<file path="src/rtl/alu_issue_stage.sv">
// ID/EX issue stage: decodes an RV32I ALU-class instruction, forms the ALU
// operands and holds the result in a single-entry output register with
// valid/ready handshakes on both sides and a pipeline flush.
module alu_issue_stage #(
  parameter int XLEN = 32
) (
  input  logic            clk,
  input  logic            reset,
  input  logic            flush,
  input  logic            in_valid,
  output logic            in_ready,
  input  logic [XLEN-1:0] instr,
  input  logic [XLEN-1:0] pc,
  input  logic [XLEN-1:0] rs1_data,
  input  logic [XLEN-1:0] rs2_data,
  output logic            out_valid,
  input  logic            out_ready,
  output logic [XLEN-1:0] alu_a,
  output logic [XLEN-1:0] alu_b,
  output logic [4:0]      alu_control,
  output logic [4:0]      rd,
  output logic            reg_write,
  output logic            illegal
);

  localparam logic [4:0] CTRL_AND   = 5'b00000;
  localparam logic [4:0] CTRL_OR    = 5'b00001;
  localparam logic [4:0] CTRL_ADD   = 5'b00010;
  localparam logic [4:0] CTRL_XOR   = 5'b00011;
  localparam logic [4:0] CTRL_SLL   = 5'b00100;
  localparam logic [4:0] CTRL_SRL   = 5'b00101;
  localparam logic [4:0] CTRL_SUB   = 5'b00110;
  localparam logic [4:0] CTRL_SRA   = 5'b00111;
  localparam logic [4:0] CTRL_SLT   = 5'b01000;
  localparam logic [4:0] CTRL_SLTU  = 5'b01001;
  localparam logic [4:0] CTRL_PASSB = 5'b01010;

  localparam logic [6:0] OPC_OP     = 7'b0110011;
  localparam logic [6:0] OPC_OPIMM  = 7'b0010011;
  localparam logic [6:0] OPC_LUI    = 7'b0110111;
  localparam logic [6:0] OPC_AUIPC  = 7'b0010111;

  localparam logic [6:0] F7_ZERO    = 7'b0000000;
  localparam logic [6:0] F7_ALT     = 7'b0100000;

  // Base operation selected by funct3; the f7 alternate forms (SUB, SRA)
  // are layered on top by the decoder.
  function automatic logic [4:0] f3_ctrl(input logic [2:0] f3);
    case (f3)
      3'b000:  return CTRL_ADD;
      3'b001:  return CTRL_SLL;
      3'b010:  return CTRL_SLT;
      3'b011:  return CTRL_SLTU;
      3'b100:  return CTRL_XOR;
      3'b101:  return CTRL_SRL;
      3'b110:  return CTRL_OR;
      default: return CTRL_AND;
    endcase
  endfunction

  // ---- Stage p0: combinational decode of the incoming instruction ----
  logic [6:0]             opcode_p0;
  logic [2:0]             f3_p0;
  logic [6:0]             f7_p0;
  logic [4:0]             rd_p0;
  logic signed [XLEN-1:0] imm_i_p0;
  logic [XLEN-1:0]        imm_u_p0;
  logic [XLEN-1:0]        shamt_p0;
  logic [4:0]             ctrl_p0;
  logic [XLEN-1:0]        a_p0;
  logic [XLEN-1:0]        b_p0;
  logic                   ill_p0;
  logic                   capture_p0;

  assign opcode_p0 = instr[6:0];
  assign f3_p0     = instr[14:12];
  assign f7_p0     = instr[31:25];
  assign rd_p0     = instr[11:7];
  assign imm_i_p0  = {{(XLEN-12){instr[31]}}, instr[31:20]};
  assign imm_u_p0  = {instr[31:12], 12'b0};
  assign shamt_p0  = {{(XLEN-5){1'b0}}, instr[24:20]};

  // Operand and control selection; illegal encodings collapse to ADD of zeros.
  always_comb begin
    ctrl_p0 = CTRL_ADD;
    a_p0    = '0;
    b_p0    = '0;
    ill_p0  = 1'b0;
    case (opcode_p0)
      OPC_OP: begin
        a_p0    = rs1_data;
        b_p0    = rs2_data;
        ctrl_p0 = f3_ctrl(f3_p0);
        if (f7_p0 == F7_ALT && f3_p0 == 3'b000)      ctrl_p0 = CTRL_SUB;
        else if (f7_p0 == F7_ALT && f3_p0 == 3'b101) ctrl_p0 = CTRL_SRA;
        else if (f7_p0 != F7_ZERO)                   ill_p0  = 1'b1;
      end
      OPC_OPIMM: begin
        a_p0    = rs1_data;
        b_p0    = imm_i_p0;
        ctrl_p0 = f3_ctrl(f3_p0);
        if (f3_p0 == 3'b001) begin
          b_p0 = shamt_p0;
          if (f7_p0 != F7_ZERO) ill_p0 = 1'b1;
        end else if (f3_p0 == 3'b101) begin
          b_p0 = shamt_p0;
          if (f7_p0 == F7_ALT)        ctrl_p0 = CTRL_SRA;
          else if (f7_p0 != F7_ZERO)  ill_p0  = 1'b1;
        end
      end
      OPC_LUI: begin
        a_p0    = '0;
        b_p0    = imm_u_p0;
        ctrl_p0 = CTRL_PASSB;
      end
      OPC_AUIPC: begin
        a_p0    = pc;
        b_p0    = imm_u_p0;
        ctrl_p0 = CTRL_ADD;
      end
      default: ill_p0 = 1'b1;
    endcase
    if (ill_p0) begin
      ctrl_p0 = CTRL_ADD;
      a_p0    = '0;
      b_p0    = '0;
    end
  end

  // ---- Stage p1: single-entry output register ----
  logic            vld_p1;
  logic [XLEN-1:0] a_p1;
  logic [XLEN-1:0] b_p1;
  logic [4:0]      ctrl_p1;
  logic [4:0]      rd_p1;
  logic            wr_p1;
  logic            ill_p1;

  assign in_ready   = !vld_p1 || out_ready;
  assign capture_p0 = in_valid && in_ready && !flush;

  // Load on capture, drop on consume or flush, otherwise hold.
  always_ff @(posedge clk) begin
    if (reset) begin
      vld_p1  <= 1'b0;
      a_p1    <= '0;
      b_p1    <= '0;
      ctrl_p1 <= CTRL_AND;
      rd_p1   <= '0;
      wr_p1   <= 1'b0;
      ill_p1  <= 1'b0;
    end else if (flush) begin
      vld_p1  <= 1'b0;
    end else if (capture_p0) begin
      vld_p1  <= 1'b1;
      a_p1    <= a_p0;
      b_p1    <= b_p0;
      ctrl_p1 <= ctrl_p0;
      rd_p1   <= rd_p0;
      wr_p1   <= !ill_p0 && (rd_p0 != 5'd0);
      ill_p1  <= ill_p0;
    end else if (out_ready) begin
      vld_p1  <= 1'b0;
    end
  end

  assign out_valid   = vld_p1;
  assign alu_a       = a_p1;
  assign alu_b       = b_p1;
  assign alu_control = ctrl_p1;
  assign rd          = rd_p1;
  assign reg_write   = wr_p1;
  assign illegal     = ill_p1;

endmodule
</file>
<file path="config.mk">
export PLATFORM = sky130hd
export DESIGN_NAME = alu_issue_stage
export DESIGN_NICKNAME = d
export VERILOG_FILES = /design/src/rtl/alu_issue_stage.sv
export SDC_FILE = /design/constraint.sdc
export NUM_CORES = 1
export LEC_CHECK = 0
export ABC_CLOCK_PERIOD_IN_PS = 2550
export CORE_AREA = 4 4 126 104
export DETAILED_ROUTE_END_ITERATION = 10
export DIE_AREA = 0 0 130 108
export SYNTH_ARGS = -nofsm -noshare
export SYNTH_HDL_FRONTEND = slang
export SYNTH_SLANG_ARGS = --single-unit
</file>
<file path="constraint.sdc">
create_clock -name clk -period 2.55 [get_ports clk]
set_input_delay 0.255 -clock clk [delete_from_list [all_inputs] [get_ports clk]]
set_output_delay 0.255 -clock clk [all_outputs]
set_load 0.02 [all_outputs]
</file>
==> flow_summary.json <==
{
  "drtIter0Drc": 162,
  "ys_ff_latch": 76,
  "yosysSeqAreaShare_pct": 45.3,
  "period_needed_ns": 2.00,
  "cts_root_buffer": "clkbuf_16",
  "layout_setup_ws_ns": 0.552,
  "finalHoldViolations": 0,
  "drc": 0,
  "vias": 3480,
  "arrival_ns": 2.27,
  "grt_first_pass_wirelength_um": 18200,
  "fillCellCount": 1134,
  "fin_worst_skew_ns": 0.00456,
  "clockBufferDepth": 2,
  "combPwrFrac_pct": 15.5,
  "status": "complete, no violations",
  "pre_cts_slack_ns": 0.221,
  "dp_hpwl_um": 9050,
  "num_rows": 36,
  "p_seq_share_pct": 40.9,
  "cts_setup_buffers": 0,
  "timing.final.crit_share_pct": 78.4,
  "rsz0062_at_grt": "no",
  "syn_to_final_growth_pct": 76.4,
  "ioPinCount": 211,
  "crit_family": "buffers and inverters",
  "min_path_type": "reg2reg",
  "cpMaxStageDelayCell": "clkdlybuf4s50_1",
  "yosysUniqueCellTypes": 44,
  "worstSetupPathType": "in2reg",
  "final_cell_mix": "208 x clkdlybuf4s50_1, 76 x dfxtp_1, 53 x a22oi_1",
  "wirelength_um": 11900,
  "syn_nets": 457,
  "die_area_mm2": 0.0140,
  "leakagePower_nw": 2.12,
  "grt_pass1_vias": 3517,
  "drt-vias-per-instance": 5.10,
  "syn_area_mm2": 0.00336,
  "setup.worst_path.start_class": "primary input",
  "core_area_mm2": 0.0119,
  "path_buf_inv": 2,
  "finalSetupTns_ns": 0,
  "die_x_um": 130,
  "clock_sinks": 76,
  "path_clk_slew_ns": 0.06,
  "finalWeightedCongestion": 0.770,
  "fin_nets": 659,
  "worst_skew_pair.late_latency_ns": 0.33,
  "synth_cells": 324,
  "drv_slew": 0,
  "antenna_found_initial": 0,
  "crit_required_ns": 2.83,
  "yosys_warnings": 0,
  "dr.pass1.iters": 4,
  "cp_max_fo": 9,
  "slew-limit-headroom_pct": 62.0,
  "wl_per_cell_um": 17.5,
  "diodes": 0,
  "grt_use_total_pct": 16.6,
  "seq_area_mm2": 0.00152,
  "p_per_area_mw_per_mm2": 495,
  "drive_gt1_share_pct": 10.4,
  "cts_resized": 0,
  "cts_tree": "built",
  "numCtsBuffers": 9,
  "ir_drop_v": 0.000320,
  "switching_share_pct": 22.5,
  "avgSynthCellArea_um2": 10.4,
  "critPathMaxStageDelay_ns": 0.59,
  "fp.dieH_um": 108,
  "portBuffers": 209,
  "grt_max_degree": 55,
  "setup-violations-final": 0,
  "cap_violations": 0,
  "power.switching_uw": 661,
  "multi_input_area_mm2": 0.00166,
  "gr-total-overflow": 0,
  "crit_chain": "clkdlybuf4s50_1 > nor4b_4 > o311ai_2 > a2111oi_4 > buf_4 > a22o_2",
  "cts_hold_buf": 0,
  "clkPwrFrac_pct": 43.6,
  "cp-end-kind": "flop",
  "worst_pin_slew_ns": 0.569,
  "internal_power_mw": 2.27,
  "max_clock_freq_ghz": 0.500,
  "htree_levels": 3,
  "final_common_cell": "clkdlybuf4s50_1",
  "initial_core_util_pct": 28.3,
  "ant_nets": 0
}
-- synthesized netlist by cell type (all sizes together) --
cell,instances,area [um2]
a2111oi,1,27.5
a211oi,1,7.51
a22o,38,343
a22oi,53,398
a311oi,1,8.76
a31oi,1,6.26
a41oi,1,8.76
and2,1,6.26
and3b,1,8.76
and4,1,8.76
and4b,1,10.0
buf,15,103
clkbuf,19,71.3
conb,1,3.75
dfxtp,76,1520
inv,6,22.5
mux2,5,56.3
mux2i,5,50.1
nand2,5,18.8
nand2b,2,12.5
nand3,1,5.00
nand4,1,6.26
nor2,15,58.8
nor2b,5,31.3
nor3,1,5.00
nor4,1,21.3
nor4b,1,23.8
o2111ai,1,8.76
o21ai,21,105
o221a,1,11.3
o221ai,1,8.76
o2bb2ai,35,307
o311a,1,10.0
o311ai,2,42.6
o31ai,1,7.51
or4,1,7.51
xnor2,1,8.76
-- power by group through the flow --
stage / Sequential (mW) / Clock (mW) / Combinational [mW]
after floorplan: 1.24 / 0 / 0.161
after global placement: 1.23 / 0 / 0.453
after detailed placement: 1.23 / 0 / 0.456
after CTS: 1.20 / 1.31 / 0.458
after global routing: 1.20 / 1.36 / 0.493
final: 1.20 / 1.28 / 0.455
-- sequential cells by signal (all words and copies together), names as in the netlist --
signal	cells
illegal	1
alu_a	32
out_valid	1
alu_b	32
reg_write	1
rd	5
alu_control	4
-- worst paths after layout --
check                               start        end  slack (ns)  cells past startpoint
worst max register to register  out_valid   alu_b[4]        0.90                      5
worst min register to register  alu_a[19]  alu_a[19]        0.46                      1
worst min-delay path            alu_a[19]  alu_a[19]        0.46                      1
worst max-delay path            instr[14]   alu_b[4]        0.55                      6
-- cell families (layout without fill, tap and decap cells) --
family	count (synthesis)	count (layout)	share of synthesized area [%]
AOI/OAI and AO/OA	159	159	38.7
xor gates and xnor gates	1	1	0.261
buffers and inverters	40	247	5.84
DFF	76	76	45.3
muxes	10	10	3.16
other	1	1	0.112
and+or+nand+nor	37	37	6.66
-- cell type report --
class	count	area share, %
Clock buffer	12	4.33
Clock inverter	4	0.802
Inverter	6	0.380
Multi-Input combinational cell	208	28.0
Sequential cell	76	25.7
Tap cell	152	3.21
Timing Repair Buffer	225	37.7
-- per-stage QoR --
stage                     power [mW]  std cells  area [um2]  hold WS [ns]  utilization, %
after detailed placement        1.68        667        5620         0.446            47.3
after global placement          1.68        667        5620         0.443            47.3
after global routing            3.06        683        5930         0.475            49.8
after floorplan                 1.40        324        3360         0.328               -
after CTS                       2.97        683        5930         0.465            49.8
final                           2.93        683        5930         0.462            49.8
-- metal layers --
layer  routed length (um)  vias up  GRT usage [%]
li1                     -     1684              -
met1                 5110     1643           20.9
met2                 5590      135           26.2
met3                  984       18           6.07
met4                  253        0           5.56
met5                    0        -              0
No activity file was read; power rests on OpenSTA's default activity.
